`src/rtl/rstatus_exception_queue.sv`:
```
// ---------------------------------------------------------------------------
// rstatus_exception_queue
//
// Decodes ALU overflow events (add / addi / sub) and multdiv exceptions
// (mul / div) into $rstatus codes. The codes are queued in a small FIFO and
// drained to the regfile write port through a valid/ready handshake. The
// block also keeps the last code accepted by writeback and a sticky overrun
// flag that records any event lost because the queue had no room.
//
// Ports:
//   clock          system clock, all state changes on the rising edge
//   reset_n        synchronous active-low reset
//   alu_valid      X-stage instruction valid
//   alu_opcode     X-stage opcode
//   alu_aluop      X-stage ALU op field
//   alu_ovf        ALU overflow flag for the X-stage instruction
//   md_done        multdiv result ready (single-cycle pulse)
//   md_is_div      completing multdiv op is a div (1) or a mul (0)
//   md_exception   multdiv overflow / divide-by-zero
//   wb_ready       writeback accepts a status write this cycle
//   clear_status   clears status_q and overrun
//   st_valid       head entry valid for writeback
//   st_addr        regfile index for status writes (constant)
//   st_data        head status code, 0 when the queue is empty
//   status_q       last code accepted by writeback
//   pending_count  number of occupied queue entries
//   overrun        sticky flag, set when an event is dropped
// ---------------------------------------------------------------------------
module rstatus_exception_queue #(
    parameter int unsigned DATA_WIDTH  = 32,
    parameter int unsigned FIFO_DEPTH  = 4,
    parameter int unsigned RSTATUS_REG = 30,
    parameter int unsigned CODE_ADD    = 1,
    parameter int unsigned CODE_ADDI   = 2,
    parameter int unsigned CODE_SUB    = 3,
    parameter int unsigned CODE_MUL    = 4,
    parameter int unsigned CODE_DIV    = 5
) (
    input  logic                                clock,
    input  logic                                reset_n,
    input  logic                                alu_valid,
    input  logic [4:0]                          alu_opcode,
    input  logic [4:0]                          alu_aluop,
    input  logic                                alu_ovf,
    input  logic                                md_done,
    input  logic                                md_is_div,
    input  logic                                md_exception,
    input  logic                                wb_ready,
    input  logic                                clear_status,
    output logic                                st_valid,
    output logic [4:0]                          st_addr,
    output logic [DATA_WIDTH-1:0]               st_data,
    output logic [DATA_WIDTH-1:0]               status_q,
    output logic [$clog2(FIFO_DEPTH+1)-1:0]     pending_count,
    output logic                                overrun
);

    // Count needs one more state than the depth; free-space math gets a
    // further guard bit so that depth - count + pop can never wrap.
    localparam int unsigned CW = $clog2(FIFO_DEPTH + 1);
    localparam int unsigned PW = $clog2(FIFO_DEPTH);
    localparam int unsigned FW = CW + 1;

    localparam logic [4:0] OP_RTYPE   = 5'b00000;
    localparam logic [4:0] OP_ADDI    = 5'b00101;
    localparam logic [4:0] ALUOP_ADD  = 5'b00000;
    localparam logic [4:0] ALUOP_SUB  = 5'b00001;

    // Storage and state
    logic [DATA_WIDTH-1:0] mem_r [FIFO_DEPTH];
    logic [PW-1:0]         rd_ptr_r;
    logic [PW-1:0]         wr_ptr_r;
    logic [CW-1:0]         count_r;
    logic                  st_valid_r;
    logic [DATA_WIDTH-1:0] st_data_r;
    logic [DATA_WIDTH-1:0] status_q_r;
    logic                  overrun_r;

    // Combinational intermediates
    logic                  alu_hit_s;
    logic [DATA_WIDTH-1:0] alu_code_s;
    logic                  md_hit_s;
    logic [DATA_WIDTH-1:0] md_code_s;
    logic [DATA_WIDTH-1:0] first_code_s;
    logic [DATA_WIDTH-1:0] second_code_s;
    logic [1:0]            n_req_s;
    logic [1:0]            n_acc_s;
    logic                  drop_s;
    logic                  pop_s;
    logic [FW-1:0]         free_s;
    logic [CW-1:0]         remain_s;
    logic [CW-1:0]         count_next_s;
    logic [PW-1:0]         rd_next_s;
    logic [PW-1:0]         wr_next_s;
    logic [PW-1:0]         wr_plus1_s;
    logic [DATA_WIDTH-1:0] head_next_s;

    // Decodes the X-stage instruction into an ALU overflow code
    always_comb begin
        alu_hit_s  = 1'b0;
        alu_code_s = {DATA_WIDTH{1'b0}};
        if (alu_valid && alu_ovf) begin
            case (alu_opcode)
                OP_RTYPE: begin
                    // ALU-path mul/div and every other aluop are ignored;
                    // multdiv faults arrive only through the MD interface.
                    case (alu_aluop)
                        ALUOP_ADD: begin
                            alu_hit_s  = 1'b1;
                            alu_code_s = DATA_WIDTH'(CODE_ADD);
                        end
                        ALUOP_SUB: begin
                            alu_hit_s  = 1'b1;
                            alu_code_s = DATA_WIDTH'(CODE_SUB);
                        end
                        default: begin
                            alu_hit_s  = 1'b0;
                            alu_code_s = {DATA_WIDTH{1'b0}};
                        end
                    endcase
                end
                OP_ADDI: begin
                    alu_hit_s  = 1'b1;
                    alu_code_s = DATA_WIDTH'(CODE_ADDI);
                end
                default: begin
                    alu_hit_s  = 1'b0;
                    alu_code_s = {DATA_WIDTH{1'b0}};
                end
            endcase
        end else begin
            alu_hit_s  = 1'b0;
            alu_code_s = {DATA_WIDTH{1'b0}};
        end
    end

    // Decodes the multdiv completion into a mul/div exception code
    always_comb begin
        md_hit_s = md_done & md_exception;
        if (md_is_div) begin
            md_code_s = DATA_WIDTH'(CODE_DIV);
        end else begin
            md_code_s = DATA_WIDTH'(CODE_MUL);
        end
    end

    // Orders pushes, checks for room and computes next queue state
    always_comb begin
        // The multdiv op is the older instruction, so its code goes first.
        if (md_hit_s) begin
            first_code_s = md_code_s;
        end else begin
            first_code_s = alu_code_s;
        end
        second_code_s = alu_code_s;

        n_req_s = {1'b0, md_hit_s} + {1'b0, alu_hit_s};
        pop_s   = st_valid_r & wb_ready;

        // A pop on the same edge frees a slot for the incoming events.
        free_s = FW'(FIFO_DEPTH) - FW'(count_r) + FW'(pop_s);

        // When room is short, the oldest request (first_code_s) is the one
        // kept, so a single free slot keeps the MD code and drops the ALU one.
        if (free_s >= FW'(n_req_s)) begin
            n_acc_s = n_req_s;
            drop_s  = 1'b0;
        end else begin
            n_acc_s = free_s[1:0];
            drop_s  = 1'b1;
        end

        count_next_s = count_r - CW'(pop_s) + CW'(n_acc_s);
        remain_s     = count_r - CW'(pop_s);
        rd_next_s    = rd_ptr_r + PW'(pop_s);
        wr_next_s    = wr_ptr_r + PW'(n_acc_s);
        wr_plus1_s   = wr_ptr_r + PW'(1);

        // Next head: an entry already stored if any survive the pop,
        // otherwise the first code pushed this cycle, otherwise zero.
        // Surviving entries are never overwritten, so reading mem_r here
        // is safe even while new codes are being written.
        if (remain_s != {CW{1'b0}}) begin
            head_next_s = mem_r[rd_next_s];
        end else if (n_acc_s != 2'd0) begin
            head_next_s = first_code_s;
        end else begin
            head_next_s = {DATA_WIDTH{1'b0}};
        end
    end

    // Queue storage: writes accepted codes into free slots
    always_ff @(posedge clock) begin
        if (!reset_n) begin
            for (int i = 0; i < int'(FIFO_DEPTH); i++) begin
                mem_r[i] <= {DATA_WIDTH{1'b0}};
            end
        end else begin
            if (n_acc_s != 2'd0) begin
                mem_r[wr_ptr_r] <= first_code_s;
            end
            if (n_acc_s == 2'd2) begin
                mem_r[wr_plus1_s] <= second_code_s;
            end
        end
    end

    // Pointers, occupancy and the registered head view
    always_ff @(posedge clock) begin
        if (!reset_n) begin
            rd_ptr_r   <= {PW{1'b0}};
            wr_ptr_r   <= {PW{1'b0}};
            count_r    <= {CW{1'b0}};
            st_valid_r <= 1'b0;
            st_data_r  <= {DATA_WIDTH{1'b0}};
        end else begin
            rd_ptr_r   <= rd_next_s;
            wr_ptr_r   <= wr_next_s;
            count_r    <= count_next_s;
            st_valid_r <= (count_next_s != {CW{1'b0}});
            st_data_r  <= head_next_s;
        end
    end

    // Last committed code and sticky overrun flag
    always_ff @(posedge clock) begin
        if (!reset_n) begin
            status_q_r <= {DATA_WIDTH{1'b0}};
            overrun_r  <= 1'b0;
        end else begin
            // A pop on the clear edge still records the accepted code.
            if (pop_s) begin
                status_q_r <= st_data_r;
            end else if (clear_status) begin
                status_q_r <= {DATA_WIDTH{1'b0}};
            end else begin
                status_q_r <= status_q_r;
            end
            // A drop on the clear edge keeps the flag set.
            if (drop_s) begin
                overrun_r <= 1'b1;
            end else if (clear_status) begin
                overrun_r <= 1'b0;
            end else begin
                overrun_r <= overrun_r;
            end
        end
    end

    assign st_valid      = st_valid_r;
    assign st_addr       = 5'(RSTATUS_REG);
    assign st_data       = st_data_r;
    assign status_q      = status_q_r;
    assign pending_count = count_r;
    assign overrun       = overrun_r;

endmodule

```
`config.mk`:
```
export PLATFORM = sky130hd
export DESIGN_NAME = rstatus_exception_queue
export DESIGN_NICKNAME = d
export VERILOG_FILES = /design/src/rtl/rstatus_exception_queue.sv
export SDC_FILE = /design/constraint.sdc
export NUM_CORES = 1
export LEC_CHECK = 0
export CAP_MARGIN = 40
export CORE_ASPECT_RATIO = 0.9
export CORE_MARGIN = 3
export CORE_UTILIZATION = 38
export DETAILED_ROUTE_END_ITERATION = 10
export GPL_TIMING_DRIVEN = 1
export PLACE_DENSITY = 0.79
export SYNTH_ARGS = -nofsm -noshare
export SYNTH_HDL_FRONTEND = slang
export SYNTH_SLANG_ARGS = --single-unit
```
`constraint.sdc`:
```
create_clock -name clock -period 3.2 [get_ports clock]
set_clock_uncertainty 0.2 [all_clocks]
set_input_delay 0.32 -clock clock [delete_from_list [all_inputs] [get_ports clock]]
set_output_delay 0.32 -clock clock [all_outputs]
set_load 0.005 [all_outputs]
```
### After elaboration in Yosys (flattened, before gate mapping)

Memories as Yosys holds them, arrays and structs flattened.
Cells that the tools add are included.

| storage, ports and cells | value |
|---|---|
| register bits after elaboration | 73 |
| memory bits (writable) | 128 |
| memories kept | 1 |

| cells by class | value |
|---|---|
| add/subtract/negate cells | 8 |
| $lt $le $gt $ge | 1 |
| eq/ne operators | 4 |
| mux-type cells | 28 |
| bitwise operators | 2 |
| reductions and logical operators | 10 |

Memories:

| memory | depth | width | rd ports | clocked after Yosys merged registers in | write ports | line | source |
|---|---|---|---|---|---|---|---|
| mem_r | 4 | 32 | 1 | 0 | 4 | 70 | `logic [DATA_WIDTH-1:0] mem_r [FIFO_DEPTH];` |

Operator list:

| cell | number |
|---|---|
| $mux 32 | 8 |
| $pmux 32 s2 | 1 |
| $reduce_or 32->1 | 2 |
| $mux 1 | 14 |
| $logic_not 5->1 | 2 |
| $mux 2 | 3 |
| $reduce_bool 3->1 | 2 |
| $eq 5x1->1 const B | 1 |
| $eq 5x3->1 const B | 1 |
| $add 4x1->4 | 1 |
| $ge 4x2->1 | 1 |
| $pmux 2 s2 | 1 |
| $reduce_bool 2->1 | 2 |
| $sub 3x3->4 const A | 1 |
| $add 3x2->3 | 1 |
| $sub 3x1->3 | 1 |
| $add 1x1->2 | 1 |
| $add 2x1->2 | 1 |
| $add 2x1->2 const B | 1 |
| $add 2x2->2 | 1 |
| $and 1x1->1 | 2 |
| $eq 2x2->1 const B | 1 |
| $ne 2x2->1 const B | 1 |
| $pmux 1 s2 | 1 |
| 2 further kinds | 2 |

### Longest topological paths before layout

| logic depth | value |
|---|---|
| depth after elaboration | 14 |
| gate-level depth with buffers | 13 |

### Worst setup path before layout

No wires, ideal clock.

| timing | value |
|---|---|
| path type | input port to flip-flop |
| start | input port alu_opcode[1] |
| end | register st_valid_r (netlist: st_valid) |
| arrival | 3.150 ns |
| slack | -0.270 ns |
| stages | 13 |
| buffers on the path | 0 |
| path through | nor3_1 -> nand3_1 -> a21oi_1 -> ha_1 -> ha_1 -> nand2b_1 -> a221oi_4 -> mux2_2 -> ha_1 -> inv_1 -> fa_1 -> inv_1 -> o31a_1 |

| between the ends | value |
|---|---|
| word-level cells in the longest chain between the ends | 8 |
| elaborated cells between the ends (all ways) | 9 |

Ends and longest elaborated chain:

| element | line | source |
|---|---|---|
| from (decl) | 42 | `input logic [4:0] alu_opcode,` |
| $eq 5x3->1 or $logic_not 5->1 (tied branches) | 103 | `case (alu_opcode)` |
| $pmux 1 s2 * | 103 |  |
| $mux 1 * | 102 | `if (alu_valid && alu_ovf) begin` |
| $add 1x1->2 * | 157 | `n_req_s = {1'b0, md_hit_s} + {1'b0, alu_hit_s};` |
| $ge 4x2->1 | 165 | `if (free_s >= FW'(n_req_s)) begin` |
| $mux 2 * | 165 |  |
| $add 3x2->3 * | 173 | `count_next_s = count_r - CW'(pop_s) + CW'(n_acc_s);` |
| $reduce_bool 3->1 * | 220 | `st_valid_r <= (count_next_s != {CW{1'b0}});` |
| to (signal assigned) | 220 |  |
| to (decl) | 74 | `logic st_valid_r;` |

Mark *: on every way between the ends. The rest lies on a longest branch, timed or not.
A chain may end at the register's enable or synchronous reset.

### Worst setup path after layout

| timing | value |
|---|---|
| start | input port md_done |
| end | register st_valid_r (netlist: st_valid) |

| between the ends | value |
|---|---|
| word-level cells in the longest chain between the ends | 6 |

Ends and longest elaborated chain:

| element | line | source |
|---|---|---|
| from (decl) | 45 | `input logic md_done,` |
| $and 1x1->1 * | 139 | `md_hit_s = md_done & md_exception;` |
| $add 1x1->2 * | 157 |  |
| $ge 4x2->1 | 165 |  |
| $mux 2 * | 165 |  |
| $add 3x2->3 * | 173 |  |
| $reduce_bool 3->1 * | 220 |  |

Marked as above.

==> out/results.tsv <==
metric	value	unit
dr.pass1.iters	4	
rsz0062_at_grt	no	
final-hold-violation-count	0	
pwr-share-clk	12.2	%
ys_warn_count	0	
synth_mux_area_share	7.97	%
synth_area	2090	µm²
die_w	84.1	µm
hold_ws	0.275	ns
start_util	41.1	%
synth-edff-count	8	
remaining_drc_errors	0	
num_vias	1640	
dp_hpwl	3420	µm
final_common_cell	conb_1	
drv_cap	0	
drive_gt1_share	28.4	%
critPathCaptureType	flop	
grt_overflow	0	
synth-xor-area-share	2.10	%
period_needed	3.09	ns
dp_slack	-0.637	ns
sequentialPowerShare	30.2	%
p_sw	0.598	mW
cts_made_buffers	3	
mostFrequentLayoutCells	conb_1 (63), buf_4 (38), nand2_1 (19), dfxtp_1 (19), clkdlybuf4s50_1 (16)	
max_slew_margin	65.5	%
fin_cells	364	
io_pins	93	
holdPathStages	2	
ctsHoldBuffers	0	
avgRoutedWirePerCell	12.4	µm
cts_max_level	1	
hold_path_class	reg2reg	
cts_buffer_depth	2	
synthCells	234	
ant_nets	0	
grt_usage	13.7	%
synthAdderAreaFrac	6.95	%
gpl.final_weighted_congestion	0.890	
r2r_cells	12	
irDropWorstVdd	0.361	mV
sw_frac_of_total	37.5	%
status	finished clean	
syn_area_per_cell	8.92	µm²
synth-simple-area-share	17.0	%
cellLeakagePower	1.18	nW
syn_to_final_growth	26.0	%
nets	330	
synth.area.top_cells	buf_4 (23%), dfxtp_1 (18%), edfxtp_1 (12%)	
arrival	3.06	ns
crit_required	3.18	ns
synthFlopType	dfxtp_1	
async_reset_ff_share	0	%
placedCellCount	341	
die_height	76.3	µm
p_int	0.997	mW
finalSetupViolations	0	
io_buffers	29	
powerDensity	606	nW/µm²
yosysSeqAreaShare	29.7	%
fin_ws	0.111	ns
synth-seq-cells	27	
critical_path_peak_fanout	3	
design.die.area	6420	µm²
fin_crit_sh	96.5	%
path_clk_slew	0.09	ns
core_area	5070	µm²
routed_wl	4520	µm
comb_power_share	57.6	%
worstMarginPinSlew	0.516	ns
n_antenna_cell	0	
cts_tree	built	
drt_iter0_markers	79	
synth_compound_area_share	10.2	%
grt_pass1_wl	7090	µm
antenna_found_initial	0	
cts.sinks	27	
synth_top_area_share	22.6	%
fmax	324	MHz
maxSlewViolCount	0	
synth_top_area_cell	buf_4	
cp-start-kind	input port	
via_per_inst	4.51	
root_buffer	clkbuf_8	
synth_top_family_by_area	buffers and inverters	
critical_path_class	in2reg	
grt_pass1_vias	1543	
clk_latency	0.28	ns
rows	24	
yosys.cell_types.count	44	
grt_start_max_net_pins	23	
==> per-stage QoR <==
step	setup TNS [ns]	util, %	power [mW]	instance area (µm²)
floorplan	-0.464	-	1.05	2350
global placement	-8.06	46.9	1.26	2380
detailed placement	-12.43	46.9	1.28	2380
CTS	0	51.1	1.57	2590
global route	0	51.8	1.72	2630
finish	0	51.8	1.59	2630
==> state kept, by name, indices dropped and copies added (netlist names) <==
signal	count
mem_r	12
pending_count	3
st_data	3
status_q	3
rd_ptr_r	2
wr_ptr_r	2
overrun	1
st_valid	1
==> power groups by stage <==
stage	combinational, mW	sequential (mW)	clock, mW
after floorplan	0.588	0.463	0
after global placement	0.773	0.486	0
after detailed placement	0.795	0.488	0
after CTS	0.884	0.481	0.202
after global routing	1.01	0.493	0.214
final	0.918	0.481	0.195
==> final timing paths <==
path,from,end,slack (ns)
min reg2reg,mem_r[0][2],mem_r[0][2],0.28
min,mem_r[0][2],mem_r[0][2],0.28
max reg2reg,st_valid,st_valid,0.19
max,md_done,st_valid,0.11
==> cells in the mapped netlist, types with 3 or more instances <==
cell type and number:
buf_4 63, nand2_1 21, dfxtp_1 19, nand3_1 14, inv_1 12, ha_1 10, edfxtp_1 8, and2_1 6
o21ai_0 6, o22ai_1 6, mux2i_1 5, nor2_1 5, clkbuf_1 4, nor2b_1 4, a21boi_0 3, a21o_1 3
a21oi_1 3, mux2_2 3, mux4_2 3, nand2b_1 3, nand3b_1 3, xor2_1 3
==> area by class of cell <==
class	instances	area, µm²
multi-input cells	188	1290
well taps	65	81.3
flip-flops and latches	27	621
clock buffers	3	41.3
repair buffers	68	544
inverters	12	45.0
fillers	497	2440
clock inverters	1	5.00
==> per-layer routing <==
layer	GRT usage (%)	wire length, µm	vias to the layer above
met3	2.05	334	4
met2	22.9	2230	74
met4	5.31	61	0
met1	17.6	1890	759
met5	0	0	-
li1	-	-	803
==> timing repair <==
| item | in CTS | in global routing |
|---|---|---|
| buffers inserted | 15 | 4 |
| setup endpoints to repair | 23 | 12 |
| pin swaps | 11 | 14 |
| gates resized for setup | 23 | 28 |
==> worst max-delay path: stages <==
cell and delay [ns]:
clkdlybuf4s50_1 0.47, nand2_2 0.06, inv_2 0.08, ha_4 0.20, ha_4 0.22, nand2b_4 0.14, a221oi_4 0.32, mux2_4 0.24
ha_4 0.13, inv_2 0.03, fa_2 0.54, inv_2 0.03, o31a_1 0.28
==> kinds of logic (layout without fill, tap and decap cells) <==
family / after synthesis / in the layout
other cells: 2 / 63
flops: 27 / 27
compound gates: 29 / 29
simple gates: 68 / 68
mux: 12 / 12
xor+xnor: 5 / 5
buf+inv: 80 / 84
fa+ha+maj: 11 / 11
(Power assumes the default switching activity.)
